===== config.mk =====
export PLATFORM = sky130hd
export DESIGN_NAME = axi_cfg_regfile_flat
export DESIGN_NICKNAME = d
export VERILOG_FILES = /design/src/rtl/axi_cfg_regfile_if.sv /design/src/rtl/axi_cfg_regfile.sv /design/src/flat_wrapper.sv
export SDC_FILE = /design/constraint.sdc
export NUM_CORES = 1
export LEC_CHECK = 0
export CAP_MARGIN = 20
export CORE_MARGIN = 2
export CORE_UTILIZATION = 40
export DETAILED_ROUTE_END_ITERATION = 10
export PLACE_DENSITY = 0.69
export SLEW_MARGIN = 30
export SYNTH_ARGS = -nofsm -noshare
export SYNTH_HDL_FRONTEND = slang
export SYNTH_SLANG_ARGS = --single-unit
export TNS_END_PERCENT = 10

===== constraint.sdc =====
create_clock -name S_AXI_ACLK -period 24.8 [get_ports S_AXI_ACLK]
set_input_delay 2.48 -clock S_AXI_ACLK [delete_from_list [all_inputs] [get_ports S_AXI_ACLK]]
set_output_delay 2.48 -clock S_AXI_ACLK [all_outputs]
set_load 0.01 [all_outputs]

===== src/rtl/axi_cfg_regfile_if.sv =====
// AXI4-Lite bus bundle for axi_cfg_regfile.
// Five channels (AW/W/B/AR/R); master and slave modports.
interface axi_cfg_regfile_if #(
  parameter int AW = 9,
  parameter int DW = 32
);
  logic [AW-1:0]   awaddr;
  logic            awvalid;
  logic            awready;
  logic [DW-1:0]   wdata;
  logic [DW/8-1:0] wstrb;
  logic            wvalid;
  logic            wready;
  logic [1:0]      bresp;
  logic            bvalid;
  logic            bready;
  logic [AW-1:0]   araddr;
  logic            arvalid;
  logic            arready;
  logic [DW-1:0]   rdata;
  logic [1:0]      rresp;
  logic            rvalid;
  logic            rready;

  modport master (
    output awaddr, awvalid,
    output wdata, wstrb, wvalid,
    output bready,
    output araddr, arvalid,
    output rready,
    input  awready, wready,
    input  bresp, bvalid,
    input  arready,
    input  rdata, rresp, rvalid
  );

  modport slave (
    input  awaddr, awvalid,
    input  wdata, wstrb, wvalid,
    input  bready,
    input  araddr, arvalid,
    input  rready,
    output awready, wready,
    output bresp, bvalid,
    output arready,
    output rdata, rresp, rvalid
  );
endinterface


===== src/rtl/axi_cfg_regfile.sv =====
// AXI4-Lite config regfile: NUM_CTRL RW ctrl regs, NUM_STAT RO status regs.
// Ports: S_AXI_ACLK, Local_Reset (async, active-high), s_axi (slave
// modport), ctrl_regs/ctrl_wr_pulse out, stat_regs in. Define
// AXI_CFG_REGFILE_IRQ_EN to add IRQ_STAT/IRQ_MASK words and irq_events/irq.
module axi_cfg_regfile #(
  parameter int C_S_AXI_DATA_WIDTH = 32,
  parameter int C_S_AXI_ADDR_WIDTH = 9,
  parameter int NUM_CTRL = 8,
  parameter int NUM_STAT = 4,
  parameter logic [C_S_AXI_DATA_WIDTH-1:0] CTRL_RST_VAL = '0
) (
  input  logic S_AXI_ACLK,
  input  logic Local_Reset,
  axi_cfg_regfile_if.slave s_axi,
  output logic [NUM_CTRL*C_S_AXI_DATA_WIDTH-1:0] ctrl_regs,
  output logic [NUM_CTRL-1:0] ctrl_wr_pulse,
  // one dummy word when NUM_STAT is 0 so the port stays legal
  input  logic [(NUM_STAT>0 ? NUM_STAT : 1)*C_S_AXI_DATA_WIDTH-1:0]
               stat_regs
`ifdef AXI_CFG_REGFILE_IRQ_EN
  ,
  input  logic [C_S_AXI_DATA_WIDTH-1:0] irq_events,
  output logic irq
`endif
);

  localparam int DW = C_S_AXI_DATA_WIDTH;
  localparam int AW = C_S_AXI_ADDR_WIDTH;
  localparam int IW = AW - 2;
  localparam int NB = DW / 8;
  localparam logic [1:0] OKAY   = 2'b00;
  localparam logic [1:0] SLVERR = 2'b10;
`ifdef AXI_CFG_REGFILE_IRQ_EN
  localparam int IRQ_STAT_IDX = NUM_CTRL + NUM_STAT;
  localparam int IRQ_MASK_IDX = NUM_CTRL + NUM_STAT + 1;
`endif

  function automatic logic [DW-1:0] lane_merge(
    input logic [DW-1:0] cur,
    input logic [DW-1:0] nxt,
    input logic [NB-1:0] strb
  );
    logic [DW-1:0] r;
    r = cur;
    for (int k = 0; k < NB; k++) begin
      if (strb[k]) r[k*8 +: 8] = nxt[k*8 +: 8];
    end
    return r;
  endfunction

  function automatic logic [DW-1:0] lane_mask(
    input logic [NB-1:0] strb
  );
    logic [DW-1:0] m;
    m = '0;
    for (int k = 0; k < NB; k++) begin
      if (strb[k]) m[k*8 +: 8] = 8'hFF;
    end
    return m;
  endfunction

  // Write channel state
  logic          awready_q;
  logic          wready_q;
  logic          aw_held;
  logic          w_held;
  logic [IW-1:0] aw_idx;
  logic [DW-1:0] w_data;
  logic [NB-1:0] w_strb;
  logic          bvalid_q;
  logic [1:0]    bresp_q;

  // Read channel state
  logic          arready_q;
  logic          rvalid_q;
  logic [1:0]    rresp_q;
  logic [DW-1:0] rdata_q;

  logic [DW-1:0] ctrl_q [NUM_CTRL];

  logic                wr_fire;
  logic [NUM_CTRL-1:0] w_sel;
  logic                w_ok;
  logic [IW-1:0]       ar_idx;
  logic [DW-1:0]       rd_data;
  logic [1:0]          rd_resp;

`ifdef AXI_CFG_REGFILE_IRQ_EN
  logic          w_irqs;
  logic          w_irqm;
  logic [DW-1:0] irq_stat;
  logic [DW-1:0] irq_mask;
  logic [DW-1:0] irq_clr;
`endif

  // byte-offset bits carry no meaning for word registers
  logic unused_ok;
  assign unused_ok = ^{s_axi.awaddr[1:0], s_axi.araddr[1:0]};

  assign s_axi.awready = awready_q;
  assign s_axi.wready  = wready_q;
  assign s_axi.bvalid  = bvalid_q;
  assign s_axi.bresp   = bresp_q;
  assign s_axi.arready = arready_q;
  assign s_axi.rvalid  = rvalid_q;
  assign s_axi.rresp   = rresp_q;
  assign s_axi.rdata   = rdata_q;

  for (genvar g = 0; g < NUM_CTRL; g++) begin : g_out
    assign ctrl_regs[g*DW +: DW] = ctrl_q[g];
  end

  // Commit once both beats are latched; one write in flight at most.
  assign wr_fire = aw_held & w_held & ~bvalid_q;

  always_comb begin
    w_sel = '0;
    w_ok  = 1'b0;
    for (int i = 0; i < NUM_CTRL; i++) begin
      if (aw_idx == IW'(i)) begin
        w_sel[i] = 1'b1;
        w_ok     = 1'b1;
      end
    end
`ifdef AXI_CFG_REGFILE_IRQ_EN
    w_irqs = (aw_idx == IW'(IRQ_STAT_IDX));
    w_irqm = (aw_idx == IW'(IRQ_MASK_IDX));
    w_ok   = w_ok | w_irqs | w_irqm;
`endif
  end

  assign ar_idx = s_axi.araddr[AW-1:2];

  always_comb begin
    rd_data = '0;
    rd_resp = SLVERR;
    for (int i = 0; i < NUM_CTRL; i++) begin
      if (ar_idx == IW'(i)) begin
        rd_data = ctrl_q[i];
        rd_resp = OKAY;
      end
    end
    for (int i = 0; i < NUM_STAT; i++) begin
      if (ar_idx == IW'(NUM_CTRL + i)) begin
        rd_data = stat_regs[i*DW +: DW];
        rd_resp = OKAY;
      end
    end
`ifdef AXI_CFG_REGFILE_IRQ_EN
    if (ar_idx == IW'(IRQ_STAT_IDX)) begin
      rd_data = irq_stat;
      rd_resp = OKAY;
    end
    if (ar_idx == IW'(IRQ_MASK_IDX)) begin
      rd_data = irq_mask;
      rd_resp = OKAY;
    end
`endif
  end

  always_ff @(posedge S_AXI_ACLK or posedge Local_Reset) begin
    if (Local_Reset) begin
      awready_q <= 1'b1;
      wready_q  <= 1'b1;
      aw_held   <= 1'b0;
      w_held    <= 1'b0;
      aw_idx    <= '0;
      w_data    <= '0;
      w_strb    <= '0;
      bvalid_q  <= 1'b0;
      bresp_q   <= OKAY;
    end else begin
      if (s_axi.awvalid && awready_q) begin
        aw_held   <= 1'b1;
        awready_q <= 1'b0;
        aw_idx    <= s_axi.awaddr[AW-1:2];
      end
      if (s_axi.wvalid && wready_q) begin
        w_held   <= 1'b1;
        wready_q <= 1'b0;
        w_data   <= s_axi.wdata;
        w_strb   <= s_axi.wstrb;
      end
      if (wr_fire) begin
        aw_held  <= 1'b0;
        w_held   <= 1'b0;
        bvalid_q <= 1'b1;
        bresp_q  <= w_ok ? OKAY : SLVERR;
      end
      // READYs stay low until the response is taken
      if (bvalid_q && s_axi.bready) begin
        bvalid_q  <= 1'b0;
        awready_q <= 1'b1;
        wready_q  <= 1'b1;
      end
    end
  end

  always_ff @(posedge S_AXI_ACLK or posedge Local_Reset) begin
    if (Local_Reset) begin
      for (int i = 0; i < NUM_CTRL; i++) begin
        ctrl_q[i] <= CTRL_RST_VAL;
      end
      ctrl_wr_pulse <= '0;
    end else begin
      ctrl_wr_pulse <= wr_fire ? w_sel : '0;
      for (int i = 0; i < NUM_CTRL; i++) begin
        if (wr_fire && w_sel[i]) begin
          ctrl_q[i] <= lane_merge(ctrl_q[i], w_data, w_strb);
        end
      end
    end
  end

  // Read data is captured at the AR handshake, so a same-cycle
  // write to the same register is seen by the next read only.
  always_ff @(posedge S_AXI_ACLK or posedge Local_Reset) begin
    if (Local_Reset) begin
      arready_q <= 1'b1;
      rvalid_q  <= 1'b0;
      rresp_q   <= OKAY;
      rdata_q   <= '0;
    end else begin
      if (s_axi.arvalid && arready_q) begin
        arready_q <= 1'b0;
        rvalid_q  <= 1'b1;
        rdata_q   <= rd_data;
        rresp_q   <= rd_resp;
      end
      if (rvalid_q && s_axi.rready) begin
        rvalid_q  <= 1'b0;
        arready_q <= 1'b1;
      end
    end
  end

`ifdef AXI_CFG_REGFILE_IRQ_EN
  always_comb begin
    irq_clr = '0;
    if (wr_fire && w_irqs) irq_clr = w_data & lane_mask(w_strb);
  end

  always_ff @(posedge S_AXI_ACLK or posedge Local_Reset) begin
    if (Local_Reset) begin
      irq_stat <= '0;
      irq_mask <= '0;
      irq      <= 1'b0;
    end else begin
      // new events override a same-cycle W1C clear
      irq_stat <= (irq_stat & ~irq_clr) | irq_events;
      if (wr_fire && w_irqm) begin
        irq_mask <= lane_merge(irq_mask, w_data, w_strb);
      end
      irq <= |(irq_stat & irq_mask);
    end
  end
`endif

endmodule


===== src/flat_wrapper.sv =====
// flat-port wrapper written by rule: the top's interface ports become plain ports
module axi_cfg_regfile_flat 
#(
  parameter int C_S_AXI_DATA_WIDTH = 32,
  parameter int C_S_AXI_ADDR_WIDTH = 9,
  parameter int NUM_CTRL = 8,
  parameter int NUM_STAT = 4,
  parameter logic [C_S_AXI_DATA_WIDTH-1:0] CTRL_RST_VAL = '0
)
  (S_AXI_ACLK, Local_Reset, ctrl_regs, ctrl_wr_pulse, stat_regs, s_axi_awaddr, s_axi_awvalid, s_axi_wdata, s_axi_wstrb, s_axi_wvalid, s_axi_bready, s_axi_araddr, s_axi_arvalid, s_axi_rready, s_axi_awready, s_axi_wready, s_axi_bresp, s_axi_bvalid, s_axi_arready, s_axi_rdata, s_axi_rresp, s_axi_rvalid);
  axi_cfg_regfile_if #(.AW((9)), .DW((32))) s_axi_i ();
  input  logic S_AXI_ACLK;
  input  logic Local_Reset;
  output logic [NUM_CTRL*C_S_AXI_DATA_WIDTH-1:0] ctrl_regs;
  output logic [NUM_CTRL-1:0] ctrl_wr_pulse;
  input  logic [(NUM_STAT>0 ? NUM_STAT : 1)*C_S_AXI_DATA_WIDTH-1:0] stat_regs;
  input wire logic [$bits(s_axi_i.awaddr)-1:0] s_axi_awaddr;
  input wire logic [$bits(s_axi_i.awvalid)-1:0] s_axi_awvalid;
  input wire logic [$bits(s_axi_i.wdata)-1:0] s_axi_wdata;
  input wire logic [$bits(s_axi_i.wstrb)-1:0] s_axi_wstrb;
  input wire logic [$bits(s_axi_i.wvalid)-1:0] s_axi_wvalid;
  input wire logic [$bits(s_axi_i.bready)-1:0] s_axi_bready;
  input wire logic [$bits(s_axi_i.araddr)-1:0] s_axi_araddr;
  input wire logic [$bits(s_axi_i.arvalid)-1:0] s_axi_arvalid;
  input wire logic [$bits(s_axi_i.rready)-1:0] s_axi_rready;
  output wire logic [$bits(s_axi_i.awready)-1:0] s_axi_awready;
  output wire logic [$bits(s_axi_i.wready)-1:0] s_axi_wready;
  output wire logic [$bits(s_axi_i.bresp)-1:0] s_axi_bresp;
  output wire logic [$bits(s_axi_i.bvalid)-1:0] s_axi_bvalid;
  output wire logic [$bits(s_axi_i.arready)-1:0] s_axi_arready;
  output wire logic [$bits(s_axi_i.rdata)-1:0] s_axi_rdata;
  output wire logic [$bits(s_axi_i.rresp)-1:0] s_axi_rresp;
  output wire logic [$bits(s_axi_i.rvalid)-1:0] s_axi_rvalid;
  assign s_axi_i.awaddr = s_axi_awaddr;
  assign s_axi_i.awvalid = s_axi_awvalid;
  assign s_axi_i.wdata = s_axi_wdata;
  assign s_axi_i.wstrb = s_axi_wstrb;
  assign s_axi_i.wvalid = s_axi_wvalid;
  assign s_axi_i.bready = s_axi_bready;
  assign s_axi_i.araddr = s_axi_araddr;
  assign s_axi_i.arvalid = s_axi_arvalid;
  assign s_axi_i.rready = s_axi_rready;
  assign s_axi_awready = s_axi_i.awready;
  assign s_axi_wready = s_axi_i.wready;
  assign s_axi_bresp = s_axi_i.bresp;
  assign s_axi_bvalid = s_axi_i.bvalid;
  assign s_axi_arready = s_axi_i.arready;
  assign s_axi_rdata = s_axi_i.rdata;
  assign s_axi_rresp = s_axi_i.rresp;
  assign s_axi_rvalid = s_axi_i.rvalid;
  axi_cfg_regfile #(.C_S_AXI_DATA_WIDTH(C_S_AXI_DATA_WIDTH), .C_S_AXI_ADDR_WIDTH(C_S_AXI_ADDR_WIDTH), .NUM_CTRL(NUM_CTRL), .NUM_STAT(NUM_STAT), .CTRL_RST_VAL(CTRL_RST_VAL)) u_core (.S_AXI_ACLK(S_AXI_ACLK), .Local_Reset(Local_Reset), .s_axi(s_axi_i), .ctrl_regs(ctrl_regs), .ctrl_wr_pulse(ctrl_wr_pulse), .stat_regs(stat_regs));
endmodule

* Word level (Yosys, flattened, before mapping) *
Cells that the tools add are included.

storage, ports and cells
  register bits after elaboration = 350
  output and inout bits = 305
  logic and storage cells = 175

cells by class
  equal/unequal tests = 18
  muxes and demuxes = 55
  bitwise gates (word level) = 3
  reductions and logical operators = 53

operators with widths
  kind                count
  $mux 32             12
  $reduce_and 2->1    32
  $eq 7x3->1 const B  8
  $mux 1              29
  $eq 7x2->1 const B  4
  $eq 7x4->1 const B  4
  $mux 2              13
  $eq 7x1->1 const B  2
  $logic_not 7->1     2
  $logic_and 1x1->1   13
  $reduce_bool 2->1   6
  $mux 8              1
  $and 1x1->1         2
  $not 1->1           1

* Longest topological paths before layout *
  depth after elaboration = 13
  depth in mapped cells = 8
  mapped depth without buffers = 5

* Worst setup path after synthesis *
No wires, ideal clock.

  path kind = input -> register
  from = input port s_axi_araddr[2]
  to = register u_core.rdata_q[22] (netlist: u_core.s_axi.rdata[22])
  library setup time = 119 ps
  arrival time = 3876 ps
  data required time = 24681 ps
  setup slack = 20805 ps
  cell stages on the path = 6
  path buffers = 2
  cell sequence = buf_4 -> buf_2 -> mux4_2 -> a22oi_1 -> a221oi_1 -> o21a_1

between the ends
  longest elaborated chain between the ends = 13
  elaborated cells on any way between the ends = 24
  classes of those cells = eq/ne: 11; mux: 12; reduce/logical: 1

ends and longest elaborated chain
  element               RTL line                source
  from (decl)           flat_wrapper.sv:23      input wire logic [$bits(s_axi_i.araddr)-1:0] s_axi_araddr;
  $logic_not 7->1       axi_cfg_regfile.sv:138  if (ar_idx == IW'(i)) begin
  $mux 32 (8 in a row)  axi_cfg_regfile.sv:138
  $mux 32 (3 in a row)  axi_cfg_regfile.sv:144  if (ar_idx == IW'(NUM_CTRL + i)) begin
  $mux 32 *             axi_cfg_regfile.sv:144
  to (signal assigned)  axi_cfg_regfile.sv:227  rdata_q <= rd_data;
  to (decl)             axi_cfg_regfile.sv:77   logic [DW-1:0] rdata_q;

Every way passes the cells marked *; elsewhere a longest branch is shown, timed or not.
A chain may end at the register's enable or synchronous reset.

* Final worst setup path *
  from = input port s_axi_araddr[3]
  to = register u_core.rdata_q[28] (netlist: u_core.s_axi.rdata[28])

The elaborated chain is that of the path after synthesis.

==> flow_summary.json <==
{
  "nets": 1986,
  "place.gp.congestion": 0.887,
  "synth_cell_types": 54,
  "cpMostUsedCell": "buf_4",
  "max_freq_mhz": 190,
  "layout-drive-gt1-share": 0.279,
  "ys_seq_elements": 348,
  "grt_overflow": 0,
  "dieArea_mm2": 0.0439,
  "die_w_um": 209,
  "synth_top_area_share": 0.511,
  "drc_errors": 0,
  "avgRoutedWirePerCell_um": 27.3,
  "synth_area_leader_cell": "dfrtp_1",
  "crit_buf_inv": 3,
  "max_slew_margin": 0.346,
  "via_per_inst": 5.90,
  "startpoint": "s_axi_araddr[3]",
  "cp.depth": 8,
  "cts_buffers": 41,
  "vias": 14000,
  "grt_pass1_wl_um": 94600,
  "worstSetupEndpoint": "u_core.s_axi.rdata[28]",
  "p_leak_uw": 0.0103,
  "r2r_slack_ps": 22170,
  "crit_path_cell_trace": "buf_4, buf_4, nand2_1, nor3_4, buf_4, a21oi_1, o221a_2, a21oi_1",
  "multi_input_area_mm2": 0.00768,
  "met1_usage": 0.379,
  "ys_seq_area_frac": 0.516,
  "setup_slack_ps": 19540,
  "setup-tns-final_ps": 0,
  "max_stage_delay_ps": 770,
  "fp.dieH_um": 209,
  "postSynthCellCount": 1348,
  "slew_viol_final": 0,
  "hpwl_um": 44100,
  "rr_worst_depth": 5,
  "outcome": "finished clean",
  "firstDrtPassIters": 7,
  "synthFlopType": "dfrtp_1",
  "cp_top_family": "buffers and inverters",
  "p_per_area_mw_per_mm2": 84.8,
  "port-buffer-count": 487,
  "rsz0062_at_grt": "false",
  "cp.required_ps": 25280,
  "grt_max_degree": 167,
  "antenna_found_initial": 2,
  "worstSetupPathType": "input pin to register",
  "dp_slack_ps": 19050,
  "clock_skew_ps": 9.54,
  "ir_drop_mv": 0.0549,
  "syn_area_mm2": 0.0169,
  "reg2reg_to": "u_core.ctrl_regs[225]",
  "finalCritPeriodShare": 0.212,
  "critical-path-slowest-cell": "buf_4",
  "start_util": 0.404,
  "syn_to_final_growth_pct": 40.2,
  "cts.sinks": 348,
  "setup_viol_count_final": 0,
  "htreeDepth": 2,
  "cp_max_fo": 67,
  "use_met3": 0.0792,
  "drv_cap": 0,
  "cp-start-kind": "input pin",
  "wl_um": 64700,
  "core_mm2": 0.0419,
  "cp.arrival_ps": 5740,
  "post_cts_buffers": 0,
  "dr.first_iter.drc_count": 1120,
  "hold_class": "register to register",
  "fin_crit_ps": 5260,
  "worst_skew_pair.late_latency_ps": 560,
  "clk_pin_slew_ps": 60,
  "boundaryPins": 494,
  "synth-edff-count": 0,
  "yosys_warnings": 0,
  "cts_root_buf": "clkbuf_16",
  "use_met2": 0.459,
  "tightest_slew_ps": 980,
  "regArea_mm2": 0.00871,
  "grt_pass1_vias": 14200,
  "nFillCells": 3534,
  "syn_area_per_cell_um2": 12.5,
  "cts_resized": 0,
  "cts_tree": "yes",
  "rows": 75,
  "synthArstFlopShare": 1.00,
  "hold_violations": 0,
  "worstReg2RegStart": "u_core.s_axi.bvalid",
  "cts_buffer_depth": 3,
  "end_kind": "register",
  "cts_hold_buf": 0,
  "drtAntennaViolNets": 0,
  "grt_util_all_layers": 0.290,
  "ys_top_cells_by_area": "dfrtp_1, mux2_2, mux4_2",
  "busiest_layer": "met2"
}
cell usage in the layout (no fill, tap or decap), drive strengths merged, types with 9 or more instances in the layout:
cell type      synthesis  final
inv                   31     32
nand3                 21     21
clkinv                 0      9
a22oi                 26     26
clkdlybuf4s50          0    485
buf                   42     17
nor3                  11     11
nor2                  44     44
o221ai                45     45
o21ai                 92     92
mux4                  30     30
a21oi                 53     53
or3                   12     12
o221a                  9      9
o22ai                 33     33
clkbuf                55     57
a221o                 10     10
nand2                 68     68
mux2                 331    331
o21a                  15     15
a221oi                15     15
dfrtp                345    345
state kept, by name, indices dropped and copies added, names as in the netlist, 4 cells and up:
name	cells
u_core.ctrl_regs	256
u_core.s_axi.rdata	32
u_core.w_data	32
u_core.ctrl_wr_pulse	8
u_core.aw_idx	7
u_core.w_strb	4
area by class of cell:
type / count / share of cell area
repair buffers: 502 / 0.212
multi-input cells: 873 / 0.324
flip-flops and latches: 348 / 0.368
inverters: 31 / 0.00523
well taps: 539 / 0.0285
clock buffers: 57 / 0.0511
diodes: 1 / 0.000106
clock inverters: 17 / 0.0105
metal layers:
layer	vias up	wire length, um
met5	-	13
met4	2	2630
met3	151	5450
met2	695	30300
met1	7140	26400
li1	5978	-
stage by stage:
stage | instances | hold slack (ps) | total power, uW | util | area [um2]
finish | 2368 | 488 | 2010 | 0.566 | 23700
global route | 2367 | 501 | 2090 | 0.566 | 23700
CTS | 2366 | 488 | 2020 | 0.565 | 23600
detailed placement | 2292 | 475 | 1360 | 0.530 | 22200
global placement | 2292 | 468 | 1350 | 0.530 | 22200
floorplan | 1349 | 455 | 1050 | - | 16900
worst min path at each step:
stage	cells past startpoint	from	endpoint
2_1_floorplan	2	u_core.w_held	u_core.w_held
3_3_place_gp	2	u_core.s_axi.rresp[1]	u_core.s_axi.rresp[1]
3_5_place_dp	2	u_core.s_axi.rresp[1]	u_core.s_axi.rresp[1]
4_1_cts	2	u_core.s_axi.rresp[1]	u_core.s_axi.rresp[1]
5_1_grt	2	u_core.w_held	u_core.w_held
6_report	2	u_core.s_axi.rresp[1]	u_core.s_axi.rresp[1]
synth_stat cells, drive strengths merged (2+ instances only):
| cell | count |
|---|---|
| nor2 | 44 |
| nand2b | 5 |
| and2 | 3 |
| o21ai | 92 |
| nor3 | 11 |
| o221a | 9 |
| mux2i | 8 |
| o22a | 2 |
| or3 | 12 |
| a21oi | 53 |
| dfstp | 3 |
| nor4 | 3 |
| a32o | 2 |
| or2b | 2 |
| o221ai | 45 |
| nor2b | 8 |
| o21a | 15 |
| buf | 42 |
| clkbuf | 55 |
| a22oi | 26 |
| inv | 31 |
| nand3b | 3 |
| a221oi | 15 |
| and3 | 7 |
| nand2 | 68 |
| a221o | 10 |
| mux2 | 331 |
| and3b | 2 |
| dfrtp | 345 |
| mux4 | 30 |
| nand3 | 21 |
| o22ai | 33 |
cells by family after synthesis:
group                  synth area share
buffers and inverters            0.0325
AO/OA/AOI/OAI                     0.123
multiplexers                      0.265
other                          0.000222
flip-flops                        0.516
AND/OR/NAND/NOR                  0.0629
worst register-to-register path, delay by kind of cell, from the launching register on:
kind	cells	cell delay, ps
flip-flops	1	410
multiplexers	1	410
AND/OR/NAND/NOR	4	1690
power by group:
group / internal (uW) / switching, uW
Sequential: 690 / 152
Combinational: 296 / 219
Clock: 403 / 249
No activity file was read; power rests on OpenSTA's default activity.
